`config.mk`:
```
export PLATFORM = sky130hd
export DESIGN_NAME = varredura_servo
export DESIGN_NICKNAME = d
export VERILOG_FILES = /design/src/rtl/varredura_servo_pkg.sv /design/src/rtl/varredura_servo_contador_m.sv /design/src/rtl/varredura_servo.sv
export SDC_FILE = /design/constraint.sdc
export NUM_CORES = 1
export LEC_CHECK = 0
export BUFFER_PORTS_ARGS = -buffer_cell sky130_fd_sc_hd__buf_4
export CAP_MARGIN = 20
export CORE_MARGIN = 3
export CORE_UTILIZATION = 50
export DETAILED_ROUTE_END_ITERATION = 12
export PLACE_DENSITY = 0.75
export SYNTH_ARGS = -nofsm -noshare
export SYNTH_HDL_FRONTEND = slang
export SYNTH_HIERARCHICAL = 1
export SYNTH_SLANG_ARGS = --single-unit
```
`constraint.sdc`:
```
create_clock -name clock -period 2.63 [get_ports clock]
set_input_delay 0.526 -clock clock [delete_from_list [all_inputs] [get_ports clock]]
set_output_delay 0.526 -clock clock [all_outputs]
set_load 0.01 [all_outputs]
```
`src/rtl/varredura_servo_pkg.sv`:
```
// Shared constants for the servo sweep sequencer:
// state codes, board timing defaults and position limits.
package varredura_servo_pkg;

    localparam logic [2:0] INICIAL   = 3'd0;
    localparam logic [2:0] PARADO    = 3'd1;
    localparam logic [2:0] POSICIONA = 3'd2;
    localparam logic [2:0] PEDE      = 3'd3;
    localparam logic [2:0] AGUARDA   = 3'd4;
    localparam logic [2:0] AVANCA    = 3'd5;

    // 50 MHz board: 1 s settling, 0.5 s measurement timeout
    localparam int TEMPO_POSICAO_PADRAO = 50_000_000;
    localparam int TEMPO_TIMEOUT_PADRAO = 25_000_000;

    localparam logic [2:0] POS_MIN = 3'd0;
    localparam logic [2:0] POS_MAX = 3'd7;

endpackage

```
`src/rtl/varredura_servo_contador_m.sv`:
```
// Generic modulo-M counter with clear, enable and terminal-count flag.
// Width is $clog2(M), never less than one bit.
module contador_m #(
    parameter int M = 4
) (
    input  logic clock,
    input  logic reset,
    input  logic zera,
    input  logic conta,
    output logic fim
);

    localparam int W = (M > 1) ? $clog2(M) : 1;
    localparam logic [W-1:0] ULTIMO = W'(M - 1);

    logic [W-1:0] q;

    always_ff @(posedge clock) begin
        if (reset || zera) begin
            q <= '0;
        end else if (conta) begin
            if (q == ULTIMO) q <= '0;
            else             q <= q + 1'b1;
        end
    end

    assign fim = (q == ULTIMO);

endmodule

```
`src/rtl/varredura_servo.sv`:
```
// Sweep sequencer: walks posicao 0..7..0, settles, requests a
// measurement and steps on completion or timeout.
module varredura_servo
    import varredura_servo_pkg::*;
#(
    parameter int TEMPO_POSICAO = TEMPO_POSICAO_PADRAO,
    parameter int TEMPO_TIMEOUT = TEMPO_TIMEOUT_PADRAO
) (
    input  logic       clock,
    input  logic       reset,
    input  logic       ligar,
    input  logic       medida_pronta,
    output logic [2:0] posicao,
    output logic       sentido,
    output logic       pede_medida,
    output logic       fim_posicao,
    output logic       erro_medida,
    output logic [2:0] db_estado
);

    logic [2:0] estado;
    logic       fim_pos;
    logic       fim_to;

    contador_m #(.M(TEMPO_POSICAO)) u_conta_pos (
        .clock (clock),
        .reset (reset),
        .zera  (estado != POSICIONA),
        .conta (estado == POSICIONA && ligar),
        .fim   (fim_pos)
    );

    contador_m #(.M(TEMPO_TIMEOUT)) u_conta_to (
        .clock (clock),
        .reset (reset),
        .zera  (estado != AGUARDA),
        .conta (estado == AGUARDA && ligar),
        .fim   (fim_to)
    );

    always_ff @(posedge clock) begin
        if (reset) begin
            estado      <= INICIAL;
            posicao     <= POS_MIN;
            sentido     <= 1'b1;
            pede_medida <= 1'b0;
            fim_posicao <= 1'b0;
            erro_medida <= 1'b0;
        end else begin
            pede_medida <= 1'b0;
            fim_posicao <= 1'b0;
            erro_medida <= 1'b0;
            case (estado)
                INICIAL: estado <= PARADO;
                PARADO: begin
                    if (ligar) estado <= POSICIONA;
                end
                POSICIONA: begin
                    if (!ligar) begin
                        estado <= PARADO;
                    end else if (fim_pos) begin
                        estado      <= PEDE;
                        pede_medida <= 1'b1;
                    end
                end
                PEDE: begin
                    if (!ligar) estado <= PARADO;
                    else        estado <= AGUARDA;
                end
                AGUARDA: begin
                    if (!ligar) begin
                        estado <= PARADO;
                    end else if (medida_pronta) begin
                        estado      <= AVANCA;
                        fim_posicao <= 1'b1;
                    end else if (fim_to) begin
                        estado      <= AVANCA;
                        fim_posicao <= 1'b1;
                        erro_medida <= 1'b1;
                    end
                end
                AVANCA: begin
                    estado <= POSICIONA;
                    // endpoints reverse direction without a second dwell
                    if (sentido) begin
                        if (posicao == POS_MAX) begin
                            posicao <= POS_MAX - 3'd1;
                            sentido <= 1'b0;
                        end else begin
                            posicao <= posicao + 3'd1;
                        end
                    end else begin
                        if (posicao == POS_MIN) begin
                            posicao <= POS_MIN + 3'd1;
                            sentido <= 1'b1;
                        end else begin
                            posicao <= posicao - 3'd1;
                        end
                    end
                end
                default: estado <= INICIAL;
            endcase
        end
    end

    assign db_estado = estado;

endmodule

```
Word level (Yosys, flattened, before mapping)
Cells that the tools add are included.
Widths: inputs -> output; s select.
{"block": "word_totals", "register_bits": 61, "in_bits": 4, "output_inout_bits": 10, "elab_cells": 57}
{"block": "classes", "add_sub_neg": 4, "eq_ne": 13, "muxes": 19, "n_bitwise": 3, "reduce_logical": 10}
{"cell": "$mux 3", "n": 10}
{"cell": "$add 26x1->26 const B", "n": 1}
{"cell": "$eq 26x26->1 const B", "n": 1}
{"cell": "$mux 26", "n": 1}
{"cell": "$add 25x1->25 const B", "n": 1}
{"cell": "$eq 25x25->1 const B", "n": 1}
{"cell": "$mux 25", "n": 1}
{"cell": "$pmux 3 s6", "n": 1}
{"cell": "$eq 3x3->1 const B", "n": 3}
{"cell": "$eq 3x2->1 const B", "n": 2}
{"cell": "$logic_not 3->1", "n": 2}
{"cell": "$mux 1", "n": 6}
{"cell": "$ne 3x3->1 const B", "n": 2}
{"cell": "$reduce_or 3->1", "n": 2}
{"cell": "$ne 4x4->1 const B", "n": 1}
{"cell": "$reduce_or 4->1", "n": 1}
{"cell": "$add 3x1->3 const B", "n": 1}
{"cell": "$eq 3x1->1 const B", "n": 1}
{"cell": "$ne 3x2->1 const B", "n": 1}
{"cell": "$not 1->1", "n": 3}
{"cell": "$reduce_and 3->1", "n": 1}
{"cell": "$sub 3x1->3 const B", "n": 1}
{"cell": "$logic_and 1x1->1", "n": 2}
{"cell": "$logic_or 1x1->1", "n": 2}
{"cell": "$ne 2x2->1 const B", "n": 1}

Logic depth before layout (Yosys ltp)
Gate-level depths: netlist (run 1).
{"block": "depth", "depth_word": 5, "ltp_mapped": 11, "mapped_depth_nobuf": 7}

Modules after synthesis
The synthesis (run 1) kept the hierarchy.
{"module": "contador_m at u_conta_pos", "instances": 1, "cells_per_inst": 167, "area_per_inst_um2": 1396.3, "seq_area_each_um2": 520.5}
{"module": "contador_m at u_conta_to", "instances": 1, "cells_per_inst": 148, "area_per_inst_um2": 1251.2, "seq_area_each_um2": 500.5}
{"module": "varredura_servo", "instances": 1, "cells_per_inst": 58, "area_per_inst_um2": 536.8, "seq_area_each_um2": 200.2}

Worst setup path before layout (run 1)
Ideal clock, no wire load.
{"block": "synth_timing", "kind": "register to register", "start": "register estado[2], in the netlist db_estado[2]", "end": "register u_conta_to.q[19]", "setup_ps": 71, "arrival_ps": 2214, "required_time_ps": 2559, "path_slack_ps": 345, "stages_incl_launch_ff": 9, "n_path_buf": 2, "synth_period_minus_slack_ps": 2285, "path_cell_list": "dfxtp_1 -> buf_4 -> nor3b_2 -> and2_1 -> nand4_2 -> or4_4 -> buf_6 -> or3_1 -> a21oi_1"}
{"block": "synth_between", "elab_chain_len": 2, "elab_cells_between_ends": 4, "cone_classes": "eq/ne (2); reduce/logical (2)"}
{"element": "start: declaration", "line": "varredura_servo.sv:21", "source": "logic [2:0] estado;"}
{"element": "start signal: assignment", "line": "varredura_servo.sv:43", "source": "estado <= INICIAL;"}
{"element": "start signal: assignment", "line": "varredura_servo.sv:54", "source": "INICIAL: estado <= PARADO;"}
{"element": "start signal: assignment", "line": "varredura_servo.sv:56", "source": "if (ligar) estado <= POSICIONA;"}
{"element": "$eq 3x3->1 or $ne 3x3->1 (tied branches)", "line": "varredura_servo.sv:37, varredura_servo.sv:36"}
{"element": "$logic_and 1x1->1 or $logic_or 1x1->1 (tied branches)", "line": "varredura_servo.sv:37, varredura_servo_contador_m.sv:19"}
{"element": "end signal: assignment", "line": "varredura_servo_contador_m.sv:23", "source": "else q <= q + 1'b1;"}
{"element": "end: declaration", "line": "varredura_servo_contador_m.sv:16", "source": "logic [W-1:0] q;"}
Parallel ways exist; a longest one is shown, timed or not.
A chain may end at the register's enable or synchronous reset.

Worst setup path in the final report (run 1)
{"block": "layout_timing", "start": "register estado[0], in the netlist db_estado[0]", "end": "register u_conta_to.q[21]"}
The elaborated chain is that of the path after synthesis.

==> impl_metrics.ini, run 1 <==
[die]
rows = 28
start_util = 0.525
core_um2 = 6060
ioPinCount = 14
die_w_um = 85.8
die_height_um = 85.8
dieArea_um2 = 7360

[power]
p_seq_frac = 0.509
power.leakage_nw = 1.07
power_density_nw_per_um2 = 519
intPower_mw = 1.45
power_frac_clock = 0.474
switchingPower_uw = 377
swShare = 0.206
comb_power_share = 0.017
ir_drop_mv = 0.331

[drt]
via_per_inst = 5.92
finalWirelength_um = 6590
wl_per_cell_um = 14.1
vias = 2761
drc_errors = 0
drt_iter0_markers = 170
drt_pre_antenna_iters = 4
postRouteAntennaNets = 0

[global_routing]
track_usage = 0.194
grt_antenna_before_repair = 0
grt_pass1_wl_um = 11600
met2_usage = 0.290
grt_max_degree = 22
grt_pass1_vias = 2515
grt_use_met1 = 0.262
globalRouteOverflowTotal = 0
grt_busiest_layer = met2
grtUsageMet3 = 0.0519

[critical_path]
crit_fanout = 13
reg2reg_to = u_conta_to/q[21]
cp_top_family = simple AND/OR/NAND/NOR gates
path_buf_inv = 0
arrival_ns = 2.72
r2r_slack_ns = 0.18
worstPathRequired_ns = 2.90
crit_end = u_conta_to/q[21]
crit_path_start_kind = flip-flop
critPathKind = flip-flop to flip-flop
crit_cells = 6
cpPeakStageDelay_ns = 0.61
critPathSlowestCell = or4_4
crit_chain = nor3b_2, and2_1, nand4_2, or4_4, or4_1, a21oi_1
worstRegToRegCells = 6
end_kind = flip-flop
r2r-start = db_estado[0]
crit_start = db_estado[0]

[clock_network]
cts_hold_buf = 0
clockRootBuffer = clkbuf_8
cts_tree = done
clock_sinks = 61
h-tree-depth = 3
path_clk_slew_ns = 0.07
clock_latency_ns = 0.34
cts_buffer_depth = 2
cts_setup_buffers = 0
cts_buffers = 9
cts_resized = 0

[timing]
slew_viol_final = 0
rsz0062_at_grt = false
skew_ns = 0.00763
post-route-period-util = 0.931
tightest_slew_ns = 0.475
setup-violations-final = 0
timing.fmax_mhz = 408
hold_viol = 0
setup-tns-final_ns = 0
relSlewSlack = 0.681
hold_ws_ns = 0.355
layout_min_cycle_time_ns = 2.45

[logic_synthesis]
synth_seq_cells = 61
synth_edf_count = 0
synth_cell_types = 53
ys_seq_area_frac = 0.383
yosysTopAreaCellShare = 0.383
syn-num-nets = 383
ys.flop_type = dfxtp_1
syn_area_um2 = 3180
synth.area.top_cells = dfxtp_1 (38%), a21oi_1 (4.6%), nand4_1 (3.9%)
yosysWarnings = 6
async_flop_share = 0
syn_avg_cell_area_um2 = 8.54
yosysTopAreaCell = dfxtp_1
synth_cells = 373

[layout]
fillers = 548
final_area_um2 = 3530
utilization = 0.582
seq_area_um2 = 1220
layout.nets = 396
multiInputGateArea_um2 = 1810
areaGrowthSynthToFinish_pct = 10.7
diodes = 0
layout-drive-gt1-share = 0.136
layoutNonFillerInstCount = 466

[min_path]
hold_class = primary input to flip-flop

[placed_design]
io_buffers = 13
place.gp.congestion = 0.907
place_inst = 450
dpl_cell_area_um2 = 3310
dp_hpwl_um = 4610

[status]
status = completed

[run]
maxCapViolations = 0
-- worst register-to-register path, delay by kind of cell (launching register included) --
family	cells	cell delay [ns]
compound gates	1	0.15
flops	1	0.40
simple gates	5	1.83
-- kinds of logic (layout without fill, tap and decap cells) --
kind of cell             after synthesis  count (layout)  share of synthesized area
AND/OR/NAND/NOR                      175             175                      0.331
XOR/XNOR                              20              20                     0.0550
flip-flops                            61              61                      0.383
multiplexers                           1               1                    0.00314
buffers and inverters                 31              49                     0.0507
adder cells (fa/ha/maj)                6               6                     0.0236
AO/OA/AOI/OAI                         79              79                      0.153
-- flip-flops by register name, indices dropped and copies added (netlist names) --
signal,cells
fim_posicao,1
db_estado,3
sentido,1
posicao,3
u_conta_to/q,25
u_conta_pos/q,26
pede_medida,1
erro_medida,1
-- power groups by stage --
| stage | sequential, mW | clock [mW] | combinational, mW |
|---|---|---|---|
| global route | 0.931 | 0.934 | 0.0341 |
| finish | 0.931 | 0.869 | 0.0310 |
| detailed placement | 0.952 | 0 | 0.0309 |
| global placement | 0.951 | 0 | 0.0305 |
| CTS | 0.931 | 0.887 | 0.0311 |
| floorplan | 0.952 | 0 | 0.0158 |
-- layout by cell type (no fill, tap or decap), types with 5 or more instances in the layout --
master	Yosys	routed
o31ai_1	14	12
ha_1	6	6
nand4_1	20	20
dfxtp_1	61	61
buf_4	3	17
or4_4	5	5
nand2_1	26	26
or3_1	11	11
and3_1	7	7
nor3_1	10	10
a21oi_1	29	29
nor2_1	30	30
clkbuf_8	0	12
nor4_1	5	5
inv_1	16	16
xor2_1	7	7
or4_1	10	10
nand3_1	14	14
xnor2_1	13	13
and2_1	5	5
o21ai_0	16	16
-- per-stage QoR --
step	setup slack, ns	power [mW]
3_5_place_dp	0.217	0.983
4_1_cts	0.182	1.85
6_report	0.180	1.83
2_1_floorplan	0.345	0.968
5_1_grt	0.0157	1.90
3_3_place_gp	0.307	0.982
-- cells in the mapped netlist (2+ instances only) --
library cell,number
a211oi_1,2
a21oi_1,29
a21oi_2,2
a221oi_1,3
a31oi_1,2
and2_1,5
and3_1,7
and4_1,4
buf_2,2
buf_4,3
buf_6,4
clkbuf_1,5
dfxtp_1,61
ha_1,6
inv_1,16
nand2_1,26
nand3_1,14
nand3b_1,2
nand4_1,20
nand4_4,2
nor2_1,30
nor2b_1,3
nor3_1,10
nor3b_1,4
nor3b_2,2
nor4_1,5
nor4b_1,4
o211ai_1,4
o21ai_0,16
o31ai_1,14
or2_2,3
or3_1,11
or4_1,10
or4_4,5
xnor2_1,13
xor2_1,7
-- layout make-up --
class,count,area share
Multi-Input combinational cell,281,0.514
Sequential cell,61,0.346
Clock buffer,13,0.0479
Timing Repair Buffer,17,0.0362
Tap cell,75,0.0266
Inverter,16,0.0170
Clock inverter,3,0.0121
-- routing by layer --
layer,wire [µm],part of all wire
met5,0,0
met2,3000,0.46
met1,3210,0.49
met4,125,0.019
met3,254,0.039
-- how the worst min path moves through the flow --
stage                                 start                 to  slack (ns)  cells past startpoint
final                         medida_pronta        erro_medida        0.36                      2
after global routing          medida_pronta        erro_medida        0.35                      2
after global placement    u_conta_pos/q[25]  u_conta_pos/q[25]        0.47                      2
after floorplan           u_conta_pos/q[25]  u_conta_pos/q[25]        0.45                      2
after CTS                     medida_pronta        erro_medida        0.34                      2
after detailed placement  u_conta_pos/q[25]  u_conta_pos/q[25]        0.47                      2
Note: power is estimated with default switching activity, not from simulation.
==> run 2, diff against run 1 <==
--- a/config.mk
+++ b/config.mk
@@ -10,7 +10,8 @@
 export CORE_MARGIN = 3
 export CORE_UTILIZATION = 50
 export DETAILED_ROUTE_END_ITERATION = 12
-export PLACE_DENSITY = 0.75
+export GPL_ROUTABILITY_DRIVEN = 1
+export PLACE_DENSITY = 0.67
 export SYNTH_ARGS = -nofsm -noshare
 export SYNTH_HDL_FRONTEND = slang
 export SYNTH_HIERARCHICAL = 1
==> run 2 against run 1 <==
Final area shrank 0.35%. Routed wire length grew 0.74%. Critical path depth is the same. Clock skew grew 0.00087 ns. Non-clock buffer count grew 1. Flip-flop and latch count is the same. Core utilization shrank 0.21 points. Largest cell class unchanged. Count of clock-buffer cells in the layout shrank 2. Register-to-register slack gained 0.03 ns. Die area is the same. Clock power shrank 6.6%.
==> impl_metrics.ini, run 2 (synthesis results as in run 1) <==
[timing]
hold_viol = 0
skew_ns = 0.00850
tightest_slew_ns = 0.460
setup-tns-final_ns = 0
setup-violations-final = 0
timing.fmax_mhz = 413
rsz0062_at_grt = false
relSlewSlack = 0.691
slew_viol_final = 0
post-route-period-util = 0.921
layout_min_cycle_time_ns = 2.42

[drt]
drt_iter0_markers = 153
postRouteAntennaNets = 0
via_per_inst = 6.04
finalWirelength_um = 6640
drc_errors = 0
wl_per_cell_um = 14.2
drt_pre_antenna_iters = 5
vias = 2819

[critical_path]
path_buf_inv = 0
critPathKind = flip-flop to flip-flop
crit_chain = nor3b_2, and2_1, nand4_2, or4_4, or4_1, a21oi_1
arrival_ns = 2.69
crit_path_start_kind = flip-flop
end_kind = flip-flop
crit_fanout = 13
r2r-start = db_estado[0]
worstRegToRegCells = 6
cpPeakStageDelay_ns = 0.60
r2r_slack_ns = 0.21
reg2reg_to = u_conta_to/q[21]
cp_top_family = simple AND/OR/NAND/NOR gates
crit_cells = 6
worstPathRequired_ns = 2.89
critPathSlowestCell = or4_4

[die]
dieArea_um2 = 7360
die_height_um = 85.8
start_util = 0.525
die_w_um = 85.8
rows = 28
ioPinCount = 14
core_um2 = 6060

[global_routing]
globalRouteOverflowTotal = 0
met2_usage = 0.289
grt_pass1_wl_um = 11600
grtUsageMet3 = 0.0336
grt_busiest_layer = met2
track_usage = 0.192
grt_max_degree = 22
grt_use_met1 = 0.265
grt_pass1_vias = 2598
grt_antenna_before_repair = 0

[min_path]
holdPathEnd = erro_medida
hold-path-cell-count = 2
hold_class = primary input to flip-flop
hold_start = medida_pronta

[power]
swShare = 0.213
ir_drop_mv = 0.242
power_frac_clock = 0.458
p_seq_frac = 0.525
intPower_mw = 1.40
switchingPower_uw = 377
power_density_nw_per_um2 = 505
power.leakage_nw = 1.07
comb_power_share = 0.017

[clock_network]
cts_tree = done
cts_resized = 0
clock_latency_ns = 0.34
cts_buffers = 9
path_clk_slew_ns = 0.06
cts_buffer_depth = 2
cts_setup_buffers = 0
h-tree-depth = 3
cts_hold_buf = 0
clock_sinks = 61
clockRootBuffer = clkbuf_8

[status]
status = completed

[layout]
layout.nets = 397
mostFrequentLayoutCells = dfxtp_1 (61), nor2_1 (30), a21oi_1 (29)
diodes = 0
fillers = 568
largest_reg_flops = 26
final_area_um2 = 3510
largestRegisters = u_conta_pos/q x26, u_conta_to/q x25
areaGrowthSynthToFinish_pct = 10.3
layout-drive-gt1-share = 0.138
final_common_cell = dfxtp_1
layoutNonFillerInstCount = 467
top_register = u_conta_pos/q

[placed_design]
io_buffers = 13
dp_hpwl_um = 4700
place.gp.congestion = 0.791
dpl_cell_area_um2 = 3320
place_inst = 451

[run]
maxCapViolations = 0
-- run 2: cell count changes in the layout (fill, tap and decap cells not counted) --
cell,before,now
clkinvlp_4,1,0
clkbuf_8,12,10
buf_4,17,18
clkinv_2,1,4
-- run 2: layer usage --
layer	wire, µm	up-vias
met5	0	-
met4	107	0
met3	226	10
met2	2940	63
met1	3360	1334
li1	-	1412
-- run 2: cell type report --
cell class                 instances  area [µm²]  share of cell area
sequential                        61        1220               0.348
clock inverter                     5        50.0              0.0142
timing repair buffer              18         135              0.0385
tap                               75        93.8              0.0267
inverter                          16        60.1              0.0171
multi-input combinational        281        1810               0.516
clock buffer                      11         141              0.0402
-- run 2: worst max path at each step --
| stage | to | startpoint |
|---|---|---|
| floorplan | u_conta_to/q[19] | db_estado[2] |
| global placement | u_conta_to/q[23] | ligar |
| detailed placement | u_conta_to/q[21] | db_estado[0] |
| CTS | u_conta_to/q[21] | db_estado[0] |
| global route | u_conta_to/q[21] | db_estado[0] |
| finish | u_conta_to/q[21] | db_estado[0] |
-- run 2: worst register-to-register path: cells and delay by family (launching register included) --
family / cells / cell delay [ns]
flip-flops: 1 / 0.39
AND/OR/NAND/NOR: 5 / 1.80
AO/OA/AOI/OAI: 1 / 0.16
-- run 2: power groups by stage --
stage,combinational (mW),clock (mW),sequential (mW)
2_1_floorplan,0.0158,0,0.952
3_3_place_gp,0.0312,0,0.951
3_5_place_dp,0.0315,0,0.952
4_1_cts,0.0315,0.843,0.931
5_1_grt,0.0348,0.875,0.931
6_report,0.0309,0.812,0.931
-- run 2: through the flow --
step | hold WS, ns | util | power (mW) | setup slack (ns)
6_report | 0.354 | 0.580 | 1.77 | 0.207
4_1_cts | 0.331 | 0.580 | 1.81 | 0.227
3_3_place_gp | 0.465 | 0.548 | 0.983 | 0.301
2_1_floorplan | 0.447 | - | 0.968 | 0.345
3_5_place_dp | 0.467 | 0.548 | 0.983 | 0.249
5_1_grt | 0.352 | 0.580 | 1.84 | 0.0424
==> run 3, diff against run 2 <==
--- a/config.mk
+++ b/config.mk
@@ -7,11 +7,11 @@
 export LEC_CHECK = 0
 export BUFFER_PORTS_ARGS = -buffer_cell sky130_fd_sc_hd__buf_4
 export CAP_MARGIN = 20
-export CORE_MARGIN = 3
+export CORE_MARGIN = 2
 export CORE_UTILIZATION = 50
 export DETAILED_ROUTE_END_ITERATION = 12
 export GPL_ROUTABILITY_DRIVEN = 1
-export PLACE_DENSITY = 0.67
+export PLACE_DENSITY = 0.79
 export SYNTH_ARGS = -nofsm -noshare
 export SYNTH_HDL_FRONTEND = slang
 export SYNTH_HIERARCHICAL = 1
==> run 3 against run 2 <==
Global-route usage rose by 0.16 points. Core utilization fell by 1.7 points. Highest routed layer unchanged. Critical path type unchanged. Count of clock-buffer cells in the layout fell by 1. Final cell count rose by 0.43%. Flip-flop and latch count did not move.
==> impl_metrics.ini, run 3 (synthesis results as in run 1) <==
[timing]
timing.fmax_mhz = 410
hold_viol = 0
rsz0062_at_grt = false
slew_viol_final = 0
relSlewSlack = 0.661
tightest_slew_ns = 0.502
setup-violations-final = 0
skew_ns = 0.0120
layout_min_cycle_time_ns = 2.44
setup-tns-final_ns = 0
post-route-period-util = 0.927

[clock_network]
path_clk_slew_ns = 0.08
cts_setup_buffers = 0
cts_buffer_depth = 2
cts_tree = done
clock_latency_ns = 0.35
clockRootBuffer = clkbuf_8
cts_hold_buf = 0
cts_buffers = 9
h-tree-depth = 3
cts_resized = 0
clock_sinks = 61

[layout]
largestRegisters = u_conta_pos/q x26, u_conta_to/q x25
diodes = 0
fillers = 575
layout.nets = 397
final_common_cell = dfxtp_1
final_area_um2 = 3510
top_register = u_conta_pos/q
layout-drive-gt1-share = 0.140
largest_reg_flops = 26
areaGrowthSynthToFinish_pct = 10.2
mostFrequentLayoutCells = dfxtp_1 (61), nor2_1 (30), a21oi_1 (29)

[die]
die_height_um = 83.8
ioPinCount = 14
start_util = 0.510
dieArea_um2 = 7020
core_um2 = 6240
rows = 29
die_w_um = 83.8

[global_routing]
grt_pass1_wl_um = 11300
track_usage = 0.194
globalRouteOverflowTotal = 0
grt_max_degree = 22
grt_pass1_vias = 2586
grt_antenna_before_repair = 0

[power]
switchingPower_uw = 418
power_density_nw_per_um2 = 493
intPower_mw = 1.31
power.leakage_nw = 1.05
swShare = 0.242
ir_drop_mv = 0.334
comb_power_share = 0.018
p_seq_frac = 0.538
power_frac_clock = 0.444

[drt]
wl_per_cell_um = 14.0
via_per_inst = 6.01
postRouteAntennaNets = 0
vias = 2820
drc_errors = 0
finalWirelength_um = 6540
drt_pre_antenna_iters = 4
drt_iter0_markers = 129

[critical_path]
r2r-start = db_estado[0]
crit_fanout = 13
worstPathRequired_ns = 2.90
end_kind = flip-flop
r2r_slack_ns = 0.19
critPathKind = flip-flop to flip-flop
crit_start = db_estado[0]
arrival_ns = 2.71
crit_path_start_kind = flip-flop

[status]
status = completed

[placed_design]
io_buffers = 13
dp_hpwl_um = 4540
place.gp.congestion = 0.831
dpl_cell_area_um2 = 3320

[run]
maxCapViolations = 0

[min_path]
hold_start = medida_pronta
hold_class = primary input to flip-flop
==> run 3: changes by cell type in the layout (fill, tap and decap cells not counted) <==
cell / delta
bufinv_16: -1
inv_6: +1
clkinv_2: -4
clkbuf_1: -1
clkinv_4: +1
clkinvlp_4: +4
==> run 3: cell type report <==
| cell class | instances | area [µm²] | share of cell area |
|---|---|---|---|
| clock inverter | 6 | 47.5 | 0.0135 |
| inverter | 16 | 60.1 | 0.0171 |
| sequential | 61 | 1220 | 0.348 |
| multi-input combinational | 281 | 1810 | 0.516 |
| tap | 77 | 96.3 | 0.0275 |
| clock buffer | 10 | 138 | 0.0392 |
| timing repair buffer | 18 | 135 | 0.0385 |
==> run 3: path summary, 6_finish.rpt <==
path / endpoint / cells past startpoint
worst max register to register: u_conta_to/q[23] / 6
worst min register to register: u_conta_pos/q[22] / 2
worst min-delay path: erro_medida / 2
worst max-delay path: u_conta_to/q[23] / 6
==> run 3: layer usage <==
layer / wire (µm) / part of all wire / vias to the layer above / GRT usage
met2: 3060 / 0.47 / 55 / 0.316
met5: 0 / 0 / - / 0
met1: 3100 / 0.47 / 1337 / 0.244
met4: 131 / 0.020 / 0 / 0.101
li1: - / - / 1416 / -
met3: 248 / 0.038 / 12 / 0.0366
==> run 3: power groups by stage <==
stage	registers, mW	logic (mW)	clock network (mW)
floorplan	0.952	0.0158	0
global placement	0.951	0.0309	0
detailed placement	0.952	0.0313	0
CTS	0.930	0.0315	0.784
global route	0.931	0.0340	0.810
finish	0.930	0.0315	0.767
==> run 3: through the flow <==
| stage | cells | hold WS [ns] | utilization | worst slack (ns) | total power [mW] |
|---|---|---|---|---|---|
| global placement | 453 | 0.463 | 0.533 | 0.306 | 0.982 |
| CTS | 469 | 0.327 | 0.562 | 0.197 | 1.75 |
| floorplan | 373 | 0.447 | - | 0.345 | 0.968 |
| detailed placement | 453 | 0.472 | 0.533 | 0.224 | 0.983 |
| global route | 469 | 0.344 | 0.562 | 0.0730 | 1.77 |
| finish | 469 | 0.340 | 0.562 | 0.191 | 1.73 |
==> run 3: worst max-delay path, cell delays in order, from the launching register on <==
cell,delay (ns)
dfxtp_1,0.40
nor3b_2,0.26
and2_1,0.28
nand4_2,0.18
or4_4,0.60
or4_1,0.50
a21oi_1,0.15
